**config.mk**
```make
export PLATFORM = sky130hd
export DESIGN_NAME = jtcps1_gfx_sched
export DESIGN_NICKNAME = d
export VERILOG_FILES = /design/src/rtl/jtcps1_gfx_sched_pkg.sv /design/src/rtl/jtcps1_gfx_rr.sv /design/src/rtl/jtcps1_gfx_sched.sv
export SDC_FILE = /design/constraint.sdc
export NUM_CORES = 1
export LEC_CHECK = 0
export CAP_MARGIN = 5
export CORE_AREA = 2 2 117 119
export CTS_CLUSTER_SIZE = 8
export DETAILED_ROUTE_END_ITERATION = 8
export DIE_AREA = 0 0 119 121
export PLACE_DENSITY_LB_ADDON = 0.08
export SETUP_SLACK_MARGIN = 0.4
export SYNTH_ARGS = -nofsm -noshare
export SYNTH_HDL_FRONTEND = slang
export SYNTH_SLANG_ARGS = --single-unit
```
**constraint.sdc**
```tcl
create_clock -name clk -period 5.7 [get_ports clk]
set_input_delay 1.71 -clock clk [delete_from_list [all_inputs] [get_ports clk]]
set_output_delay 1.71 -clock clk [all_outputs]
set_load 0.005 [all_outputs]
```
**src/rtl/jtcps1_gfx_sched_pkg.sv**
```systemverilog
// rtl/jtcps1_gfx_sched_pkg.sv - shared types and helpers for the graphics ROM fetch scheduler
package jtcps1_gfx_sched_pkg;

  typedef enum logic [2:0] {
    LYR_OBJ   = 3'd0,
    LYR_SCR1  = 3'd1,
    LYR_SCR2  = 3'd2,
    LYR_SCR3  = 3'd3,
    LYR_STARS = 3'd4
  } layer_t;

  typedef enum logic [2:0] {
    ST_IDLE  = 3'd0,
    ST_MAP   = 3'd1,
    ST_WAIT  = 3'd2,
    ST_CHECK = 3'd3,
    ST_ISSUE = 3'd4,
    ST_DONE  = 3'd5
  } state_t;

  // All pens at 15 so an unmapped tile reads back fully transparent
  localparam logic [31:0] BLANK_DEFAULT = 32'hFFFF_FFFF;

  // Round-robin pointer advance: the layer after the one just granted, STARS wraps to OBJ
  function automatic logic [2:0] next_ptr(input logic [2:0] g);
    return (g >= LYR_STARS) ? LYR_OBJ : g + 3'd1;
  endfunction

  function automatic logic [4:0] layer_onehot(input logic [2:0] g);
    return 5'd1 << g;
  endfunction

endpackage

```
**src/rtl/jtcps1_gfx_rr.sv**
```systemverilog
// rtl/jtcps1_gfx_rr.sv - combinational 5-way round-robin picker
module jtcps1_gfx_rr (
  input  logic [4:0] req,
  input  logic [2:0] ptr,
  output logic [2:0] gnt_idx,
  output logic       any
);

  logic [2:0] ptr_ok;
  int         idx;

  // Pointer codes beyond STARS are unreachable; fold them onto OBJ so the search stays in range
  assign ptr_ok = (ptr > 3'd4) ? 3'd0 : ptr;
  assign any    = |req;

  // Scan from farthest to nearest so the requester closest at/after the pointer wins
  always_comb begin
    gnt_idx = 3'd0;
    idx     = 0;
    for (int i = 4; i >= 0; i--) begin
      idx = int'(ptr_ok) + i;
      if (idx >= 5) idx = idx - 5;
      if (req[3'(idx)]) gnt_idx = 3'(idx);
    end
  end

endmodule

```
**src/rtl/jtcps1_gfx_sched.sv**
```systemverilog
// rtl/jtcps1_gfx_sched.sv - arbitrates layer fetches, maps tile banks and runs the ROM handshake
module jtcps1_gfx_sched
  import jtcps1_gfx_sched_pkg::*;
#(
  parameter int              AW      = 20,
  parameter int              DW      = 32,
  parameter int              MAP_LAT = 2,
  parameter logic [DW-1:0]   BLANK   = DW'(BLANK_DEFAULT)
) (
  input  logic              clk,
  input  logic              rst,
  input  logic [4:0]        req,
  input  logic [5*AW-1:0]   addr,
  output logic [4:0]        ok,
  output logic [DW-1:0]     dout,
  output logic              map_en,
  output logic [2:0]        map_layer,
  output logic [9:0]        map_cin,
  input  logic [3:0]        map_offset,
  input  logic [3:0]        map_mask,
  input  logic              map_unmapped,
  output logic [AW-1:0]     rom_addr,
  output logic              rom_cs,
  input  logic              rom_ok,
  input  logic [DW-1:0]     rom_data
);

  // WAIT lasts MAP_LAT-1 cycles; the counter is loaded with one less than that
  localparam logic [1:0] WAIT_LOAD = (MAP_LAT > 2) ? 2'(MAP_LAT - 2) : 2'd0;

  state_t          state_q, state_d;
  logic [2:0]      grant_q, grant_d;
  logic [AW-1:0]   addr_q, addr_d;
  logic [2:0]      ptr_q, ptr_d;
  logic [1:0]      wait_q, wait_d;
  logic [4:0]      ok_q, ok_d;
  logic [DW-1:0]   dout_q, dout_d;
  logic            map_en_q, map_en_d;
  logic [2:0]      map_layer_q, map_layer_d;
  logic [9:0]      map_cin_q, map_cin_d;
  logic            rom_cs_q, rom_cs_d;
  logic [AW-1:0]   rom_addr_q, rom_addr_d;

  logic [2:0]      gnt_idx;
  logic            gnt_any;
  logic [AW-1:0]   addr_sel;

  jtcps1_gfx_rr u_rr (
    .req     (req),
    .ptr     (ptr_q),
    .gnt_idx (gnt_idx),
    .any     (gnt_any)
  );

  // Pick the winning layer's address lane
  always_comb begin
    addr_sel = addr[AW-1:0];
    for (int i = 0; i < 5; i++) begin
      if (gnt_idx == 3'(i)) addr_sel = addr[i*AW +: AW];
    end
  end

  // Next-state and registered-output computation for the fetch sequence
  always_comb begin
    state_d     = state_q;
    grant_d     = grant_q;
    addr_d      = addr_q;
    ptr_d       = ptr_q;
    wait_d      = wait_q;
    ok_d        = 5'd0;
    dout_d      = dout_q;
    map_en_d    = 1'b0;
    map_layer_d = map_layer_q;
    map_cin_d   = map_cin_q;
    rom_cs_d    = rom_cs_q;
    rom_addr_d  = rom_addr_q;
    case (state_q)
      ST_IDLE: begin
        if (gnt_any) begin
          grant_d     = gnt_idx;
          addr_d      = addr_sel;
          ptr_d       = next_ptr(gnt_idx);
          map_layer_d = gnt_idx;
          map_cin_d   = addr_sel[AW-1:AW-10];
          map_en_d    = 1'b1;
          state_d     = ST_MAP;
        end
      end
      ST_MAP: begin
        wait_d  = WAIT_LOAD;
        state_d = (MAP_LAT <= 1) ? ST_CHECK : ST_WAIT;
      end
      ST_WAIT: begin
        if (wait_q == 2'd0) state_d = ST_CHECK;
        else                wait_d  = wait_q - 2'd1;
      end
      ST_CHECK: begin
        if (map_unmapped) begin
          dout_d  = BLANK;
          ok_d    = layer_onehot(grant_q);
          state_d = ST_DONE;
        end else begin
          rom_addr_d = {(addr_q[AW-1:AW-4] & map_mask) | map_offset, addr_q[AW-5:0]};
          rom_cs_d   = 1'b1;
          state_d    = ST_ISSUE;
        end
      end
      ST_ISSUE: begin
        if (rom_ok) begin
          dout_d   = rom_data;
          rom_cs_d = 1'b0;
          ok_d     = layer_onehot(grant_q);
          state_d  = ST_DONE;
        end
      end
      ST_DONE: state_d = ST_IDLE;
      default: begin
        rom_cs_d = 1'b0;
        state_d  = ST_IDLE;
      end
    endcase
  end

  // State and output registers; reset aborts any access in flight
  always_ff @(posedge clk or posedge rst) begin
    if (rst) begin
      state_q     <= ST_IDLE;
      grant_q     <= 3'd0;
      addr_q      <= '0;
      ptr_q       <= 3'd0;
      wait_q      <= 2'd0;
      ok_q        <= 5'd0;
      dout_q      <= '0;
      map_en_q    <= 1'b0;
      map_layer_q <= 3'd0;
      map_cin_q   <= 10'd0;
      rom_cs_q    <= 1'b0;
      rom_addr_q  <= '0;
    end else begin
      state_q     <= state_d;
      grant_q     <= grant_d;
      addr_q      <= addr_d;
      ptr_q       <= ptr_d;
      wait_q      <= wait_d;
      ok_q        <= ok_d;
      dout_q      <= dout_d;
      map_en_q    <= map_en_d;
      map_layer_q <= map_layer_d;
      map_cin_q   <= map_cin_d;
      rom_cs_q    <= rom_cs_d;
      rom_addr_q  <= rom_addr_d;
    end
  end

  assign ok        = ok_q;
  assign dout      = dout_q;
  assign map_en    = map_en_q;
  assign map_layer = map_layer_q;
  assign map_cin   = map_cin_q;
  assign rom_cs    = rom_cs_q;
  assign rom_addr  = rom_addr_q;

endmodule
```
Word level (Yosys, flattened, before mapping)
Cells that the tools add are included.
{ "totals": {"word_cells": 115, "output_inout_bits": 72, "register_bits": 100} }
{ "op_classes": {"reduce_logical": 12, "muxes": 49, "n_eq_ne": 15, "bitwise_logic": 4, "add_sub_neg": 11, "n_shift": 1, "order_cmp": 12} }
{ "ops": {"columns": ["op", "n"], "rows": [
  ["20-bit two-way mux", 4],
  ["32-bit two-way mux", 2],
  ["32-bit one-hot mux with 2 select lines", 1],
  ["3-bit two-way mux", 15],
  ["3-bit by 5-bit less-than comparator with 1-bit output, second input constant", 5],
  ["4-bit by 3-bit >= comparator with 1-bit output, second input constant", 4],
  ["1-bit binary-select mux with 3-bit select", 5],
  ["1-bit two-way mux", 15],
  ["3-bit one-hot mux with 5 select lines", 1],
  ["3-bit subtractor, second input constant", 5],
  ["3-bit by 2-bit == test with 1-bit output, second input constant", 4],
  ["2-bit inequality test, second input constant", 6],
  ["5-bit two-way mux", 2],
  ["5-bit one-hot mux with 2 select lines", 1],
  ["3-bit == test, second input constant", 3],
  ["3-bit AND reduction", 3],
  ["3-bit by 2-bit adder with 4-bit output, second input constant", 2],
  ["3-bit by 1-bit == test with 1-bit output, second input constant", 2],
  ["3-bit >= comparator, second input constant", 2],
  ["2-bit AND reduction", 3],
  ["5-bit OR reduction", 1],
  ["1-bit by 3-bit left shift with 5-bit output, first input constant", 1],
  ["3-bit by 1-bit adder with 4-bit output, second input constant", 1],
  ["3-bit by 3-bit adder with 4-bit output, second input constant", 1],
  ["13 further kinds", 15]
]} }

Logic depth before layout (Yosys ltp)
{ "logic_depth": {"ltp_word": 18, "depth_mapped": 20, "depth_no_buf": 17} }

Modules after synthesis
A second synthesis with hierarchy kept.
{ "hier_totals": {"hier_cells": 597, "hier_area_um2": 5582.9} }
{ "by_module_without_submodules": {"columns": ["module", "cells_each", "area_each_um2", "instances"], "rows": [
  ["jtcps1_gfx_sched", 460, 4610.7, 1],
  ["jtcps1_gfx_rr", 137, 972.2, 1]
]} }

Least setup slack after synthesis
OpenSTA, ideal clock, no wires.
{ "synth_timing": {"path_kind": "input to register", "start": "input port req[3]", "end": "register addr_q[4]", "setup_ns": 0.150, "slack_ns": 0.944, "path_buffers": 2, "path_stages": 15, "arrival_time_ns": 4.606, "path_cell_list": "buf_2 > and3_1 > a31oi_1 > a31oi_1 > o211a_1 > a31o_2 > and3_1 > o311a_1 > or2_4 > ha_1 > or2_2 > clkbuf_1 > a31o_2 > nand3_1 > a41oi_1"} }
{ "synth_via": {"elab_chain_len": 13, "elab_cells_between_ends": 30} }
{ "synth_rtl": {"columns": ["item", "line_no", "source"], "rows": [
  ["start, declared", "jtcps1_gfx_sched.sv:12", "input logic [4:0] req,"],
  ["1-bit binary-select mux with 3-bit select", "jtcps1_gfx_rr.sv:23", "if (req[3'(idx)]) gnt_idx = 3'(idx);"],
  ["1-bit two-way mux (implied by the code) (2 in series)", "jtcps1_gfx_rr.sv:23", null],
  ["3-bit two-way mux (4 in series)", "jtcps1_gfx_rr.sv:23", null],
  ["3-bit two-way mux *", "jtcps1_gfx_rr.sv:23", null],
  ["via gnt_idx[0]", "jtcps1_gfx_sched.sv:44", "logic [2:0] gnt_idx;"],
  ["3-bit by 1-bit == test with 1-bit output", "jtcps1_gfx_sched.sv:59", "if (gnt_idx == 3'(i)) addr_sel = addr[i*AW +: AW];"],
  ["20-bit two-way mux (3 in series)", "jtcps1_gfx_sched.sv:59", null],
  ["20-bit two-way mux *", "jtcps1_gfx_sched.sv:59", null],
  ["end signal, assigned", "jtcps1_gfx_sched.sv:142", "addr_q <= addr_d;"],
  ["end, declared", "jtcps1_gfx_sched.sv:33", "logic [AW-1:0] addr_q, addr_d;"]
]} }
The timed path passes the listed nets; every way through them passes the cells marked *. The select of a mux whose other input is x is not followed.
A chain may end at the register's enable or synchronous reset.

Worst setup path after layout
{ "layout_timing": {"start": "input port req[3]", "end": "register addr_q[16]"} }
The elaborated chain is that of the path after synthesis.

==> impl_metrics.csv <==
group,metric,value,unit
cells_and_area,final_area,8410,µm²
worst_setup_path,r2r-end,"addr_q[16]",
cts,clk_path_buf_depth,2,
logic_synthesis,synth_area_leader_cell,"dfrtp_1",
placed_design,place_area,8050,µm²
worst_setup_path,worstRegToRegCells,18,
floorplan,die_y,121,µm
route,routed_wl,19900,µm
run,cap_violations,0,
cts,cts_sinks,90,
power_and_ir_drop,power.leakage,3.38,nW
timing,period_needed,5.05,ns
timing,setup_viol,0,
logic_synthesis,avgSynthCellArea,8.15,µm²
grt,grt_pass1_vias,6187,
timing,drv_slew,0,
grt,grt_max_degree,64,
timing,fin_worst_skew,0.0102,ns
cells_and_area,final_core_util,64.2,%
logic_synthesis,synth.distinct_cells,65,
power_and_ir_drop,peakVddDrop,0.319,mV
grt,antenna_found_initial,0,
timing,period_share,88.6,%
floorplan,chipWidth,119,µm
placed_design,gp_congestion,0.964,
power_and_ir_drop,pwr-share-seq,20.5,%
floorplan,die-area,14400,µm²
worst_setup_path,max_stage_delay,0.58,ns
timing,rsz0062_at_grt,"no",
placed_design,hpwlAfterDp,14400,µm
worst_setup_path,r2r_start,"ptr_q[1]",
cts,cts_tree,"yes",
cts,cts-root-buf,"clkbuf_16",
power_and_ir_drop,combPwrFrac,67.7,%
floorplan,floorplan.initialDensity,44.1,%
logic_synthesis,async_flop_share,100,%
logic_synthesis,synth_flop_cell,"dfrtp_1",
timing,worst_slack,0.650,ns
worst_setup_path,endpoint,"addr_q[16]",
power_and_ir_drop,swShare,45.2,%
logic_synthesis,syn_nets,867,
route,postRouteAntennaNets,0,
worst_setup_path,end_kind,"flop",
cells_and_area,drive_above_1_share,8.55,%
floorplan,row_count,42,
placed_design,preCtsSetupSlack,-0.0379,ns
logic_synthesis,yosysWarnings,0,
cells_and_area,areaGrowthSynthToFinish,45.8,%
logic_synthesis,synth_edf_count,0,
power_and_ir_drop,p_sw,2.47,mW
floorplan,core_area,13100,µm²
run_status,outcome,"finished clean",
power_and_ir_drop,pwr-share-clk,11.8,%
grt,grt-ovfl-total,0,
route,dr.pass1.iters,5,
min_path,hp-class,"flop to flop",
cells_and_area,nFillCells,1103,
timing,fmax,198,MHz
cts,htree_levels,3,
worst_setup_path,crit_type,"input port to flop",
placed_design,io_buffers,220,
power_and_ir_drop,internal_power,3.00,mW
logic_synthesis,ys_top_cells_by_area,"dfrtp_1 (39%), a21oi_1 (9.5%), nor2_1 (5.7%), nand3_1 (4.4%), o21ai_0 (3.6%)",
cts,insertion_delay,0.35,ns
timing,timing.hold.ws,0.505,ns
floorplan,pin_count,221,
cells_and_area,insertedDiodeCount,0,
worst_setup_path,path_max_fanout,15,
logic_synthesis,synthCells,707,
route,drt-initial-drc-count,377,
worst_setup_path,critPathArrivalTime,5.24,ns
logic_synthesis,synth_most_common_cell,"a21oi_1",
timing,relSlewSlack,24.5,%
cells_and_area,fin_nets,1056,
cts,hold_buffers,0,
worst_setup_path,crit_start,"req[3]",
cts,numCtsBuffers,9,
logic_synthesis,seq_area_frac_synth,39.1,%
logic_synthesis,ys_ff_latch,90,
worst_setup_path,crit_path_cell_trace,"clkdlybuf4s50_1, and3_1, a31oi_1, a31oi_2, o21ai_0, mux2_2, a31oi_1, o211ai_1, nand2_1, inv_1, ha_1, buf_4, nand4b_4, buf_4, o21ai_1, o2111ai_1",
route,drc_errors,0,
route,routedWlPerCell,18.5,µm
timing,final_hold_viol_count,0,
power_and_ir_drop,power_density,651,nW/µm²
worst_setup_path,r2r_slack,0.90,ns
logic_synthesis,synth_top_area_share,39.1,%
cts,clk_transition_reported_paths,0.07,ns
timing,worst_pin_slew,1.13,ns
worst_setup_path,crit_required,5.89,ns
route,vias_per_cell,5.66,
logic_synthesis,ys_top_cells_by_count,"a21oi_1 (109), dfrtp_1 (90), nor2_1 (87)",
grt,track_usage,27.8,%
grt,grt_pass1_wl,31800,µm
worst_setup_path,cpMaxStageDelayCell,"clkdlybuf4s50_1",
route,vias,6099,
worst_setup_path,critPathLaunchType,"input port",
logic_synthesis,syn_area,5760,µm²
layout by cell type (no fill, tap or decap), types with 3 or more instances in the layout:
| master | instances |
|---|---|
| o211a_1 | 3 |
| and2_1 | 7 |
| o221ai_1 | 4 |
| nand2b_1 | 25 |
| and3_1 | 5 |
| o22ai_1 | 3 |
| inv_6 | 3 |
| buf_4 | 21 |
| a211oi_1 | 3 |
| nor2_1 | 87 |
| inv_1 | 36 |
| a21oi_1 | 109 |
| nand3_1 | 51 |
| nor4_1 | 3 |
| dfrtp_1 | 90 |
| o22a_1 | 19 |
| a21o_1 | 3 |
| mux2_2 | 18 |
| nand2_1 | 44 |
| inv_2 | 3 |
| ha_1 | 11 |
| o211ai_1 | 3 |
| a22oi_1 | 3 |
| o21ai_1 | 4 |
| clkbuf_16 | 9 |
| o2111ai_1 | 19 |
| clkdlybuf4s50_1 | 220 |
| o21ai_0 | 38 |
| o31ai_1 | 3 |
per-layer routing:
| layer | vias up | GRT usage [%] | part of all wire, % |
|---|---|---|---|
| li1 | 2890 | - | - |
| met1 | 2897 | 32.9 | 39 |
| met2 | 274 | 48.0 | 50 |
| met3 | 38 | 7.28 | 8.2 |
| met4 | 0 | 11.1 | 2.4 |
| met5 | - | 0 | 0 |
critical path, delay by kind of cell:
family | cells | cell delay, ns
AO/OA/AOI/OAI | 7 | 1.23
adder cells (fa/ha/maj) | 1 | 0.24
buffers and inverters | 4 | 1.09
AND/OR/NAND/NOR | 3 | 0.59
multiplexers | 1 | 0.38
per-stage QoR:
step | total power [mW] | TNS [ns] | cells
after floorplan | 3.50 | 0 | 707
after global placement | 4.61 | 0 | 1059
after detailed placement | 4.72 | -0.0692 | 1059
after CTS | 5.41 | 0 | 1075
after global routing | 5.91 | 0 | 1077
final | 5.48 | 0 | 1077
registers in the layout, summed over array words and instances (netlist names):
| name | cells |
|---|---|
| map_layer | 3 |
| wait_q | 2 |
| rom_addr | 20 |
| dout | 32 |
| rom_cs | 1 |
| state_q | 3 |
| map_en | 1 |
| ok | 5 |
| addr_q | 20 |
| ptr_q | 3 |
worst min path at each step:
stage                startpoint          end  slack (ns)  depth (start not counted)
finish              rom_addr[5]  rom_addr[5]        0.50                          1
global route        rom_addr[5]  rom_addr[5]        0.52                          1
CTS                 rom_addr[2]  rom_addr[2]        0.51                          1
detailed placement  rom_addr[2]  rom_addr[2]        0.49                          1
global placement      wait_q[1]    wait_q[1]        0.49                          2
floorplan             wait_q[1]    wait_q[1]        0.47                          2
power groups by stage:
stage               combinational [mW]  sequential (mW)  clock, mW
global route                      4.08             1.16      0.679
detailed placement                3.58             1.13          0
finish                            3.71             1.12      0.645
CTS                               3.63             1.12      0.653
global placement                  3.49             1.12          0
floorplan                         2.41             1.09          0
cells by family (layout without fill, tap and decap cells):
kind of cell             after synthesis  count (layout)  synth area share, %
buffers and inverters                103             297                 7.86
AND/OR/NAND/NOR                      245             245                 20.3
multiplexers                          20              20                 3.86
adder cells (fa/ha/maj)               11              11                 2.39
flip-flops                            90              90                 39.1
XOR/XNOR                               1               1                0.152
AO/OA/AOI/OAI                        237             237                 26.4
repair_timing:
action,in CTS,in global routing
endpoints found under the setup margin,19,20
resized for setup,1,6
setup buffers,0,2
cell type report:
cell class	instances	area (µm²)	share of cell area (%)
Multi-Input combinational cell	514	3100	36.9
Clock buffer	10	239	2.84
Sequential cell	90	2250	26.8
Inverter	40	153	1.82
Timing Repair Buffer	241	2360	28.1
Tap cell	176	220	2.62
Clock inverter	6	81.3	0.967
Note: power is estimated with default switching activity, not from simulation.
